--- config.mk ---
export PLATFORM = sky130hd
export DESIGN_NAME = regfile_write_arbiter_flat
export DESIGN_NICKNAME = d
export VERILOG_FILES = /design/src/rtl/regfile_write_arbiter_pkg.sv /design/src/rtl/regfile_write_arbiter_if.sv /design/src/rtl/regfile_write_arbiter_rr_arbiter.sv /design/src/rtl/regfile_write_arbiter.sv /design/src/flat_wrapper.sv
export SDC_FILE = /design/constraint.sdc
export NUM_CORES = 1
export LEC_CHECK = 0
export ABC_AREA = 1
export BUFFER_PORTS_ARGS = -buffer_cell sky130_fd_sc_hd__buf_2
export CAP_MARGIN = 20
export CORE_ASPECT_RATIO = 0.5
export CORE_MARGIN = 8
export CORE_UTILIZATION = 46
export CTS_BUF_LIST = sky130_fd_sc_hd__clkbuf_8
export DETAILED_ROUTE_END_ITERATION = 10
export GPL_TIMING_DRIVEN = 0
export MAX_ROUTING_LAYER = met4
export PLACE_DENSITY = 0.85
export SYNTH_ARGS = -nofsm -noshare
export SYNTH_HDL_FRONTEND = slang
export SYNTH_SLANG_ARGS = --single-unit
--- constraint.sdc ---
create_clock -name clk -period 3.3 [get_ports clk]
set_clock_uncertainty 0.1 [all_clocks]
set_input_delay 0.165 -clock clk [delete_from_list [all_inputs] [get_ports clk]]
set_output_delay 0.165 -clock clk [all_outputs]
set_load 0.01 [all_outputs]
--- src/rtl/regfile_write_arbiter_pkg.sv ---
// Shared types and constants for the register-file write port sequencer/arbiter.
package regfile_pkg;

  typedef enum logic {
    ST_INIT = 1'b0,
    ST_ARB  = 1'b1
  } rf_arb_state_e;

  localparam int RF_REGS   = 32;
  localparam int RF_ADDR_W = 5;
  localparam int RF_DATA_W = 32;

endpackage

--- src/rtl/regfile_write_arbiter_if.sv ---
// Writeback requester handshake plus register-file write port bundle.
interface regfile_write_arbiter_if
  import regfile_pkg::*;
#(
  parameter int N_REQ  = 3,
  parameter int DATA_W = RF_DATA_W
);

  logic [N_REQ-1:0]                req_valid;
  logic [N_REQ-1:0][RF_ADDR_W-1:0] req_addr;
  logic [N_REQ-1:0][DATA_W-1:0]    req_data;
  logic [N_REQ-1:0]                req_ready;
  logic                            rf_write_en;
  logic [RF_ADDR_W-1:0]            rf_write_ad;
  logic [DATA_W-1:0]               rf_data_in;
  logic                            init_done;

  modport master (
    output req_valid, req_addr, req_data,
    input  req_ready, rf_write_en, rf_write_ad, rf_data_in, init_done
  );

  modport slave (
    input  req_valid, req_addr, req_data,
    output req_ready, rf_write_en, rf_write_ad, rf_data_in, init_done
  );

endinterface

--- src/rtl/regfile_write_arbiter_rr_arbiter.sv ---
// Combinational round-robin arbiter: first set request at or above ptr, wrapping.
module rr_arbiter #(
  parameter int N_REQ = 3
) (
  input  logic [N_REQ-1:0]         req,
  input  logic [$clog2(N_REQ)-1:0] ptr,
  output logic [N_REQ-1:0]         gnt
);

  int   idx;
  logic found;

  always_comb begin
    gnt   = '0;
    found = 1'b0;
    idx   = 0;
    for (int k = 0; k < N_REQ; k++) begin
      idx = (int'(ptr) + k) % N_REQ;
      if (!found && req[idx]) begin
        gnt[idx] = 1'b1;
        found    = 1'b1;
      end
    end
  end

endmodule

--- src/rtl/regfile_write_arbiter.sv ---
// Zero-sweeps x1..x31 after reset/clear, then round-robins the single register-file
// write port among N_REQ writeback requesters. All register-file inputs are registered.
module regfile_write_arbiter
  import regfile_pkg::*;
#(
  parameter int N_REQ  = 3,
  parameter int DATA_W = RF_DATA_W
) (
  input  logic                    clk,
  input  logic                    reset,
  input  logic                    clear,
  regfile_write_arbiter_if.slave  bus
);

  localparam int PTR_W = $clog2(N_REQ);
  localparam logic [RF_ADDR_W-1:0] LAST_REG = RF_ADDR_W'(RF_REGS - 1);

  rf_arb_state_e        state_q, state_d;
  logic [RF_ADDR_W-1:0] cnt_q, cnt_d;
  logic [PTR_W-1:0]     rr_ptr_q, rr_ptr_d;
  logic                 we_q, we_d;
  logic [RF_ADDR_W-1:0] ad_q, ad_d;
  logic [DATA_W-1:0]    data_q, data_d;
  logic                 done_q, done_d;

  logic [N_REQ-1:0]     arb_req, gnt;
  logic [PTR_W-1:0]     g_idx;

  // Masking requests (not grants) keeps ready free of any addr/data dependence.
  assign arb_req = (state_q == ST_ARB && !clear) ? bus.req_valid : '0;

  rr_arbiter #(.N_REQ(N_REQ)) u_arb (
    .req (arb_req),
    .ptr (rr_ptr_q),
    .gnt (gnt)
  );

  always_comb begin
    g_idx = '0;
    for (int i = 0; i < N_REQ; i++)
      if (gnt[i]) g_idx = PTR_W'(i);
  end

  always_comb begin
    state_d  = state_q;
    cnt_d    = cnt_q;
    rr_ptr_d = rr_ptr_q;
    we_d     = 1'b0;
    ad_d     = ad_q;
    data_d   = data_q;
    done_d   = done_q;
    if (clear) begin
      state_d = ST_INIT;
      cnt_d   = RF_ADDR_W'(1);
      done_d  = 1'b0;
    end else if (state_q == ST_INIT) begin
      we_d   = 1'b1;
      ad_d   = cnt_q;
      data_d = '0;
      cnt_d  = cnt_q + RF_ADDR_W'(1);
      if (cnt_q == LAST_REG) begin
        state_d = ST_ARB;
        done_d  = 1'b1;
      end
    end else if (|gnt) begin
      // x0 transfers still complete the handshake and rotate priority; just no write.
      we_d     = |bus.req_addr[g_idx];
      ad_d     = bus.req_addr[g_idx];
      data_d   = bus.req_data[g_idx];
      rr_ptr_d = (g_idx == PTR_W'(N_REQ - 1)) ? '0 : g_idx + PTR_W'(1);
    end
  end

  always_ff @(posedge clk or negedge reset) begin
    if (!reset) begin
      state_q  <= ST_INIT;
      cnt_q    <= RF_ADDR_W'(1);
      rr_ptr_q <= '0;
      we_q     <= 1'b0;
      ad_q     <= '0;
      data_q   <= '0;
      done_q   <= 1'b0;
    end else begin
      state_q  <= state_d;
      cnt_q    <= cnt_d;
      rr_ptr_q <= rr_ptr_d;
      we_q     <= we_d;
      ad_q     <= ad_d;
      data_q   <= data_d;
      done_q   <= done_d;
    end
  end

  assign bus.req_ready   = gnt;
  assign bus.rf_write_en = we_q;
  assign bus.rf_write_ad = ad_q;
  assign bus.rf_data_in  = data_q;
  assign bus.init_done   = done_q;

endmodule

--- src/flat_wrapper.sv ---
// flat-port wrapper written by rule: the top's interface ports become plain ports
module regfile_write_arbiter_flat import regfile_pkg::*;
#(
  parameter int N_REQ  = 3,
  parameter int DATA_W = RF_DATA_W
)
  (clk, reset, clear, bus_req_valid, bus_req_addr, bus_req_data, bus_req_ready, bus_rf_write_en, bus_rf_write_ad, bus_rf_data_in, bus_init_done);
  regfile_write_arbiter_if #(.N_REQ(N_REQ), .DATA_W(DATA_W)) bus_i ();
  input  logic clk;
  input  logic reset;
  input  logic clear;
  input wire logic [$bits(bus_i.req_valid)-1:0] bus_req_valid;
  input wire logic [$bits(bus_i.req_addr)-1:0] bus_req_addr;
  input wire logic [$bits(bus_i.req_data)-1:0] bus_req_data;
  output wire logic [$bits(bus_i.req_ready)-1:0] bus_req_ready;
  output wire logic [$bits(bus_i.rf_write_en)-1:0] bus_rf_write_en;
  output wire logic [$bits(bus_i.rf_write_ad)-1:0] bus_rf_write_ad;
  output wire logic [$bits(bus_i.rf_data_in)-1:0] bus_rf_data_in;
  output wire logic [$bits(bus_i.init_done)-1:0] bus_init_done;
  assign bus_i.req_valid = bus_req_valid;
  assign bus_i.req_addr = bus_req_addr;
  assign bus_i.req_data = bus_req_data;
  assign bus_req_ready = bus_i.req_ready;
  assign bus_rf_write_en = bus_i.rf_write_en;
  assign bus_rf_write_ad = bus_i.rf_write_ad;
  assign bus_rf_data_in = bus_i.rf_data_in;
  assign bus_init_done = bus_i.init_done;
  regfile_write_arbiter #(.N_REQ(N_REQ), .DATA_W(DATA_W)) u_core (.clk(clk), .reset(reset), .clear(clear), .bus(bus_i));
endmodule
==> results.md, run 1 <==
- Outcome: finished, final reports clean
- Drt wl/cell: around 14 um
- Grt total ovfl: 0
- Clk slew on worst S/H paths: 0.08 ns
- Final Hold Fails: 0
- Via count: 3463
- Sw power: roughly 0.0019 W
- Max Slew Vio Count: 0
- Mapped Cells: around 430
- Largest cells by area after synthesis: dfrtp_1 (39%), nand2_1 (28%), nand3_1 (8.2%), nor2_1 (3.2%), ha_1 (2.6%)
- Crit path kind: reg2reg
- Met2 Use GR: 36.1%
- Clock power share: 9.2%
- Initial Utilization: 47.8%
- GRT met1 Usage: approximately 25%
- Critical Path Start Type: flip-flop
- Largest net degree at the start of global routing: 48
- Worst IR Drop VDD: 391 uV
- Fin Setup TNS: 0 ns
- P_leak: between 2 and 2.5 nW
- DRT Pass-1 Iters: 5
- Layout cells sized above 1: around a third
- ANT nets after route: 0
- Worst Hold Class: in2reg
- Comb power frac: between 60% and 70%
- Initial drt markers: 270
- Max Cap Violations: 0
- P&R area growth vs syn: 37.4%
- #FFs+latches synth: 47
- Maximum clock insertion buffer count: 2
- Hold Slack: 0.00750 ns
- Fmax: 342 MHz
- Inst Count DP: 678
- H-tree depth: 2
- Max_slew headroom: 69.0%
- Yosys top cell area share: 39.4%
- Chip width: around 130 um
- Synthesized area: approximately 3000 um^2
- Synth cell types: 29
- Area leader, netlist: dfrtp_1
- Syn avg cell area: 6.76 um^2
- Die area: 9310 um^2
- Via/cell ratio: 4.98
- Worst path required time: between 3 and 4 ns
- Tot Pwr: ~0.0036 W
- Internal power: 0.00176 W
- Synthesis Warnings: 0
- Post-CTS sizing: 0
- CTS tree: built
- Final setup fails: 0
- GPL Wtd Cong: roughly 0.9
- Routed wire length: 9730 um
- CTS buffer count: 5
- Buffers added on ports: 158
- Detailed placer's ending HPWL: 7530 um
- Post-CTS Setup Inserts: 0
- Ports: 159
- Seq/Total Area, Yosys: just over 40%
- CTS sink count: 47
- Final Non-Filler Cells: 696
- P per Cell Area: 905 nW/um^2
- Seq pwr share: 24.0%
- Fin crit share: between 80% and 90%
- Critical Path AT: 3.06 ns
- N_diodes: 0
- Worst-path fanout max: 10
- # DRC: 0
- Global-route met3 utilization: 3.95%
- Syn_nets: ~560
- CTS root buf: clkbuf_8
- Nets@finish: 730
- RSZ-0062 raised after global routing: false
- Crit path time final: 2.93 ns
- Core Rows: 20
- Core Util, Final: 65.7%
- Die Height: a little over 70 um
- Clock latency on the worst-skew pair: 0.29 ns
- CP Capture Type: flip-flop
- Core area: 6110 um^2
- Total Routing Usage GR: 21.2%
- Switching Fraction: about half
- Initial antenna violation count: 0
- First-pass GRT wire length: 15600 um
- Worst slew pin tran: 0.465 ns
- Most used routing layer: met2
- Vias in the first global route: 3257
-- placed cells by master, fill, tap and decap left out --
| cell | synthesis | layout |
|---|---|---|
| a21oi_1 | 7 | 7 |
| a22o_1 | 8 | 8 |
| buf_1 | 2 | 2 |
| buf_12 | 0 | 1 |
| buf_2 | 8 | 166 |
| buf_4 | 2 | 2 |
| buf_6 | 3 | 3 |
| clkbuf_1 | 5 | 5 |
| clkbuf_2 | 1 | 1 |
| clkbuf_8 | 0 | 5 |
| clkinv_1 | 1 | 1 |
| clkinv_2 | 0 | 1 |
| dfrtp_1 | 46 | 46 |
| dfstp_2 | 1 | 1 |
| dlygate4sd3_1 | 0 | 9 |
| ha_1 | 6 | 6 |
| inv_1 | 18 | 20 |
| inv_2 | 2 | 2 |
| nand2_1 | 218 | 218 |
| nand2_2 | 2 | 2 |
| nand2_4 | 1 | 1 |
| nand3_1 | 48 | 48 |
| nand3_2 | 3 | 3 |
| nand3b_1 | 3 | 3 |
| nand4_1 | 4 | 4 |
| nor2_1 | 25 | 25 |
| nor2_4 | 1 | 1 |
| nor3_1 | 3 | 3 |
| nor4_1 | 1 | 1 |
| o211ai_1 | 1 | 1 |
| o21ai_0 | 9 | 9 |
| o21ai_2 | 2 | 2 |
| or2_2 | 1 | 1 |
-- critical path, stage by stage (launching register included) --
cell	delay, ns
dfrtp_1	0.39
inv_1	0.09
ha_1	0.29
clkbuf_2	0.17
inv_1	0.13
nand2_1	0.09
nand2_1	0.06
nand2_1	0.04
nand2_1	0.11
nand3_1	0.16
nor2_1	0.13
nor2_1	0.12
nor2_1	0.37
buf_2	0.32
nand2_1	0.08
nand3_1	0.08
nand2_1	0.06
nand2_1	0.08
-- metal layers --
| metal | routed length (um) | share of wire (%) |
|---|---|---|
| met1 | 3920 | 40 |
| met2 | 5040 | 52 |
| met3 | 492 | 5.1 |
| met4 | 275 | 2.8 |
| met5 | 0 | 0 |
-- flip-flops by register name, summed over array words and instances (netlist names) --
register and flops:
u_core.state_q 1, u_core.bus.rf_data_in 32, u_core.bus.rf_write_en 1, u_core.bus.init_done 1, u_core.cnt_q 5, u_core.rr_ptr_q 2
u_core.bus.rf_write_ad 5
-- layout make-up --
type | instances | area (um^2)
Buffer | 21 | 120
Sequential cell | 47 | 1180
Tap cell | 88 | 110
Timing Repair Buffer | 168 | 901
Clock buffer | 5 | 68.8
Inverter | 21 | 78.8
Clock inverter | 3 | 12.5
Multi-Input combinational cell | 343 | 1540
Fill cell | 590 | 2090
-- kinds of logic (layout without fill, tap and decap cells) --
kind of cell	Yosys count	after routing	share of synthesized area (%)
fa+ha+maj	6	6	2.57
flops	47	47	40.3
simple gates	310	310	44.3
buf+inv	42	218	6.81
compound gates	27	27	6.00
-- per-stage QoR --
step	area, um^2	setup WS (ns)
after floorplan	2920	0.976
after CTS	3970	0.428
after global routing	4010	0.0760
final	4010	0.372
after detailed placement	3820	0.457
after global placement	3820	0.532
-- final timing paths --
kind                                               start                        end  slack, ns  cells after the start
worst min register to register  u_core.bus.rf_data_in[0]   u_core.bus.rf_data_in[0]       0.37                      2
worst max register to register        u_core.rr_ptr_q[0]  u_core.bus.rf_data_in[22]       0.37                     17
worst max-delay path                  u_core.rr_ptr_q[0]  u_core.bus.rf_data_in[22]       0.37                     17
min in group asynchronous                          reset  u_core.bus.rf_data_in[16]       0.13                      2
worst min-delay path                    bus_req_data[52]  u_core.bus.rf_data_in[20]      0.007                      3
max in group asynchronous                          reset            u_core.cnt_q[0]       2.47                      3
-- cells in the mapped netlist (all sizes together) --
library cell	instances
dfstp	1
o21ai	11
nand3	51
inv	20
ha	6
or2	1
nor3	3
a22o	8
nor2	26
nand3b	3
dfrtp	46
clkbuf	6
buf	15
nor4	1
a21oi	7
clkinv	1
nand2	221
nand4	4
o211ai	1
-- power by group through the flow --
stage | sequential, W | combinational (W) | clock (W)
2_1_floorplan | 0.000959 | 0.00159 | 0
3_3_place_gp | 0.000875 | 0.00238 | 0
3_5_place_dp | 0.000880 | 0.00243 | 0
4_1_cts | 0.000871 | 0.00244 | 0.000334
5_1_grt | 0.000893 | 0.00276 | 0.000359
6_report | 0.000873 | 0.00242 | 0.000334
-- repair_timing --
| action | CTS | global route |
|---|---|---|
| hold buffers | 7 | 2 |
| setup endpoints to repair | 0 | 0 |
| hold endpoints to repair | 52 | 2 |
Note: power is estimated with default switching activity, not from simulation.
==> run 2: changes to the inputs <==
Settings changed: CELL_PAD_IN_SITES_DETAIL_PLACEMENT set to 1, CELL_PAD_IN_SITES_GLOBAL_PLACEMENT set to 1, CORE_UTILIZATION 46 to 33, PLACE_DENSITY 0.85 to 0.91.
Clock period 3.3 ns to 3.4 ns, I/O delays scaled along.
==> results.md, run 2 (synthesis results as in run 1) <==
- Die Height: 82.5 um (+14%)
- Post-Place Worst Slack: 0.444 ns (-0.0129 ns)
- Maximum clock insertion buffer count: 2 (unchanged)
- Die area: 12300 um^2 (+32%)
- Fmax: 329 MHz (-3.7%)
- Worst slew pin tran: 0.582 ns (+0.117 ns)
- Worst path required time: 3.55 ns (+0.11 ns)
- CP Capture Type: flip-flop
- Final setup fails: 0 (unchanged)
- Critical Path Start Type: flip-flop
- Initial drt markers: 133 (-51%)
- Worst-path fanout max: 10 (unchanged)
- Largest net degree at the start of global routing: 48 (unchanged)
- Chip width: 149 um (+16%)
- Via/cell ratio: 4.77 (-4.1%)
- DRT Pass-1 Iters: 4 (-1)
- P per Cell Area: 912 nW/um^2 (+0.80%)
- Worst setup path start: u_core.rr_ptr_q[0]
- Clk slew on worst S/H paths: 0.10 ns (+0.02 ns)
- Crit path time final: 3.04 ns (+0.114 ns)
- Nets@finish: 731 (+0.14%)
- Total Routing Usage GR: 19.2% (-2.0 points)
- Critical Path AT: 3.19 ns (+0.13 ns)
- CTS tree: built
- Crit path kind: reg2reg
- P&R area growth vs syn: 40.2%
- Max_slew headroom: 61.1% (-7.9 points)
- Max FFs per register: 32 (unchanged)
- Final Hold Fails: 0 (unchanged)
- GPL Wtd Cong: 0.839 (-6.7%)
- Detailed placer's ending HPWL: 8790 um (+17%)
- Clock latency on the worst-skew pair: 0.31 ns (+0.02 ns)
- Via count: 3465 (+0.058%)
- Routed wire length: 11500 um (+18%)
- Buffers added on ports: 158 (unchanged)
- Hold path startpoint: bus_req_data[22]
- Fin Setup TNS: 0 ns (unchanged)
- Worst Hold Class: in2reg
- Post-CTS sizing: 0 (unchanged)
- CTS sink count: 47 (unchanged)
- P_leak: 2.41 nW (+0.62%)
- First-pass GRT wire length: 18500 um (+18%)
- Core Rows: 24 (+20%)
- CTS root buf: clkbuf_8
- Commonest non-fill, non-tap cell in the layout: nand2_1
- Grt total ovfl: 0 (unchanged)
- RSZ-0062 raised after global routing: false
- CTS buffer count: 5 (unchanged)
- N_diodes: 0 (unchanged)
- Commonest cells after routing, fill and taps aside: nand2_1 (218), buf_2 (166), nand3_1 (48), dfrtp_1 (46), nor2_1 (25)
- Flop-to-flop setup slack: 0.36 ns (about the same)
- Drt wl/cell: 15.8 um (+13%)
- Max Cap Violations: 0 (unchanged)
- Layout cells sized above 1: 31.9% (+0.28 points)
- FILL cells: 1189 (+100%)
- Slack of the critical path: 0.358 ns (-0.0138 ns)
- Outcome: finished, final reports clean
- Max Slew Vio Count: 0 (unchanged)
- Worst IR Drop VDD: 349 uV (-11%)
- Vias in the first global route: 3625 (+11%)
- H-tree depth: 2 (unchanged)
- Initial antenna violation count: 0 (unchanged)
- # DRC: 0 (unchanged)
- Core area: 8650 um^2 (+42%)
- Ports: 159 (unchanged)
- ANT nets after route: 0 (unchanged)
- Worst R2R Start: u_core.rr_ptr_q[0]
- Fin crit share: 89.5% (+0.74 points)
- Initial Utilization: 33.8% (-14 points)
run 2: changes by cell type in the layout (fill, tap and decap cells not counted):
| cell | before | now |
|---|---|---|
| inv_1 | 20 | 18 |
| bufinv_16 | 0 | 1 |
| clkbuf_8 | 5 | 6 |
| dlygate4sd3_1 | 9 | 10 |
run 2: stage by stage:
stage          utilization (%)  power [W]  std cells  area, um^2  hold WS, ns
6_report                  47.3    0.00373        726        4090       0.0622
5_1_grt                   47.3    0.00412        726        4090       0.0739
4_1_cts                   47.1    0.00375        725        4070       0.0531
3_5_place_dp              44.6    0.00328        707        3860        0.296
3_3_place_gp              44.6    0.00321        707        3860        0.287
2_1_floorplan                -    0.00247        432        2920       -0.226
run 2: path summary, 6_finish.rpt:
path | endpoint | cells after the start
min in group asynchronous | u_core.rr_ptr_q[0] | 2
max | u_core.bus.rf_data_in[24] | 17
min | u_core.bus.rf_data_in[22] | 5
max reg2reg | u_core.bus.rf_data_in[24] | 17
max in group asynchronous | u_core.bus.rf_data_in[9] | 3
min reg2reg | u_core.bus.rf_data_in[1] | 2
run 2: layout make-up:
type | count | area, um^2 | share of cell area (%)
well taps | 117 | 146 | 3.58
clock inverters | 2 | 35.0 | 0.856
inverters | 21 | 78.8 | 1.93
clock buffers | 6 | 82.6 | 2.02
flip-flops and latches | 47 | 1180 | 28.8
multi-input cells | 343 | 1540 | 37.7
plain buffers | 21 | 120 | 2.93
repair buffers | 169 | 911 | 22.2
run 2: power breakdown:
| part | total [W] | internal (W) | switching (W) |
|---|---|---|---|
| combinational | 0.00245 | 0.000816 | 0.00163 |
| sequential | 0.000847 | 0.000759 | 0.0000874 |
| clock | 0.000440 | 0.000238 | 0.000202 |
| total | 0.00373 | 0.00181 | 0.00192 |
run 2: worst max-delay path: stages, from the launching register on:
cell and delay [ns]:
dfrtp_1 0.39, inv_1 0.09, ha_1 0.29, clkbuf_2 0.16, inv_1 0.15, nand2_1 0.09
nand2_1 0.06, nand2_1 0.04, nand2_1 0.09, nand3_1 0.13, nor2_1 0.11, nor2_1 0.12
nor2_1 0.48, buf_2 0.35, nand2_1 0.09, nand3_1 0.11, nand2_1 0.06, nand2_1 0.08
run 2: per-layer routing:
metal	part of all wire (%)	vias to the layer above	global-route usage (%)
li1	-	1718	-
met3	2.3	12	2.56
met1	41	1673	21.5
met5	0	-	-
met2	55	62	36.3
met4	1.4	0	5.00
run 2: repair_timing:
action,in CTS,in global routing
setup buffers,0,0
hold endpoints to repair,55,0
hold buffers,10,0
==> run 3: changes to the inputs <==
Settings changed: CORE_UTILIZATION 33 to 31, PLACE_DENSITY 0.91 to 0.86.
Clock period 3.4 ns to 3 ns, I/O delays scaled along.
==> results.md, run 3 (synthesis results as in run 1) <==
- Worst path required time: 2.75 ns (-0.80 ns)
- CTS buffer count: 5 (unchanged)
- GPL Wtd Cong: 0.803 (-4.3%)
- Detailed placer's ending HPWL: 9140 um (+4.0%)
- Fmax: 362 MHz
- Max_slew headroom: 67.0% (+5.9 points)
- Total Routing Usage GR: 17.8% (-1.4 points)
- Max FFs per register: 32 (unchanged)
- Worst Hold Class: in2reg
- Grt total ovfl: 0 (unchanged)
- Initial Utilization: 31.4% (-2.3 points)
- Max Slew Vio Count: 0 (unchanged)
- CTS sink count: 47 (unchanged)
- CTS root buf: clkbuf_8
- FILL cells: 1274 (+7.1%)
- Buffers added on ports: 158 (unchanged)
- Commonest non-fill, non-tap cell in the layout: nand2_1
- Via count: 3482 (+0.49%)
- Clk slew on worst S/H paths: 0.09 ns (about the same)
- Core Rows: 25 (+4.2%)
- Die Height: 84.6 um (+2.6%)
- # DRC: 0 (unchanged)
- Initial drt markers: 137 (+3.0%)
- Worst-path fanout max: 10 (unchanged)
- Outcome: finished, final reports clean
- DRT Pass-1 Iters: 6 (+2)
- Nets@finish: 733 (+0.27%)
- Fin Setup TNS: 0 ns (unchanged)
- CP Capture Type: output pin
- RSZ-0062 raised after global routing: false
- Drt wl/cell: 15.7 um (-0.29%)
- Crit path time final: about 2.8 ns
- Critical Path Start Type: flip-flop
- Critical Path AT: 2.51 ns (-0.68 ns)
- P per Cell Area: 1040 nW/um^2 (+14%)
- Fin crit share: 92.0%
- Final Hold Fails: 0 (unchanged)
- Final setup fails: 0 (unchanged)
- Hold Slack: 0.0483 ns (-0.0139 ns)
- First-pass GRT wire length: 18600 um (+0.71%)
- Max Cap Violations: 0 (unchanged)
- Initial antenna violation count: 0 (unchanged)
- N_diodes: 0 (unchanged)
- Layout cells sized above 1: 33.1% (+1.3 points)
- Routed wire length: 11500 um (+0.40%)
- Maximum clock insertion buffer count: 2 (unchanged)
- Die area: 13000 um^2 (+5.5%)
- Chip width: 153 um (+2.8%)
- H-tree depth: 2 (unchanged)
- Crit path kind: reg2out
- Largest net degree at the start of global routing: 48 (unchanged)
- Core area: 9290 um^2 (+7.4%)
- Vias in the first global route: 3840 (+5.9%)
- P_leak: 2.42 nW (+0.45%)
- Worst IR Drop VDD: 332 uV (-4.8%)
- Clock latency on the worst-skew pair: 0.30 ns (about the same)
- Worst slew pin tran: 0.495 ns (-0.0865 ns)
- ANT nets after route: 0 (unchanged)
- Via/cell ratio: 4.76 (-0.20%)
- Commonest cells after routing, fill and taps aside: nand2_1 (218), buf_2 (163), nand3_1 (48), dfrtp_1 (46), nor2_1 (22)
- Ports: 159 (unchanged)
- CTS tree: built
- P&R area growth vs syn: 41.5%
## run 3: cell count changes in the layout (fill, tap and decap cells not counted), moves of 2 or more
cell      previous run  this run
clkbuf_1             5         2
nor2_1              25        22
buf_2              166       163
clkbuf_2             1         4
nor2_2               0         2
clkbuf_4             0         2
## run 3: worst max-delay path: stages, from the launching register on
cell and delay [ns]:
dfrtp_1 0.38, inv_1 0.09, ha_1 0.29, clkbuf_2 0.17, inv_1 0.15, nand3_1 0.09
nand2_1 0.16, nand2_1 0.07, nand2_1 0.06, nand2_1 0.06, nand2_2 0.14, buf_6 0.18
clkbuf_4 0.22, buf_2 0.15
## run 3: path summary, 6_finish.rpt
kind                                      startpoint                         to  slack, ns  depth (start not counted)
max reg2reg                       u_core.rr_ptr_q[0]   u_core.bus.rf_data_in[0]       0.24                         16
max in group asynchronous                      reset            u_core.cnt_q[0]       2.06                          3
min reg2reg                u_core.bus.rf_data_in[15]  u_core.bus.rf_data_in[15]       0.37                          2
max                               u_core.rr_ptr_q[0]           bus_req_ready[2]       0.24                         13
min                                  bus_req_data[9]   u_core.bus.rf_data_in[9]       0.05                          5
min in group asynchronous                      reset            u_core.cnt_q[3]       0.18                          2
## run 3: where the power goes
part | leakage (nW) | total [W] | switching (W) | internal [W]
combinational | 1.77 | 0.00295 | 0.00190 | 0.00105
clock | 0.0470 | 0.000395 | 0.000214 | 0.000181
sequential | 0.606 | 0.000960 | 0.0000988 | 0.000861
total | 2.42 | 0.00431 | 0.00221 | 0.00209
## run 3: timing repair
action / in CTS / in global routing
endpoints found under the hold margin: 55 / 0
setup buffers: 0 / 2
endpoints found under the setup margin: 0 / 39
hold buffers: 10 / 0
resized for setup: 0 / 17
## run 3: through the flow
step / std cells / instance area [um^2] / util, % / setup slack (ns) / power (W)
5_1_grt: 731 / 4130 / 44.5 / 0.000405 / 0.00475
2_1_floorplan: 432 / 2920 / - / 0.676 / 0.00280
3_5_place_dp: 711 / 3860 / 41.6 / 0.0770 / 0.00376
6_report: 731 / 4130 / 44.5 / 0.241 / 0.00431
3_3_place_gp: 711 / 3860 / 41.6 / 0.182 / 0.00366
4_1_cts: 728 / 4050 / 43.6 / 0.0657 / 0.00417
## run 3: layout make-up
class	count	area [um^2]	share of cell area (%)
inverters	21	78.8	1.91
repair buffers	171	938	22.7
flip-flops and latches	47	1180	28.5
multi-input cells	343	1560	37.8
plain buffers	21	135	3.27
clock buffers	6	82.6	2.00
clock inverters	1	5.00	0.121
well taps	121	151	3.66
## run 3: layer usage
layer	GRT usage [%]	part of all wire (%)	vias up
met5	-	0	-
met4	5.61	2.1	0
met3	2.20	2.3	16
met2	34.3	55	78
met1	18.9	41	1666
li1	-	-	1722
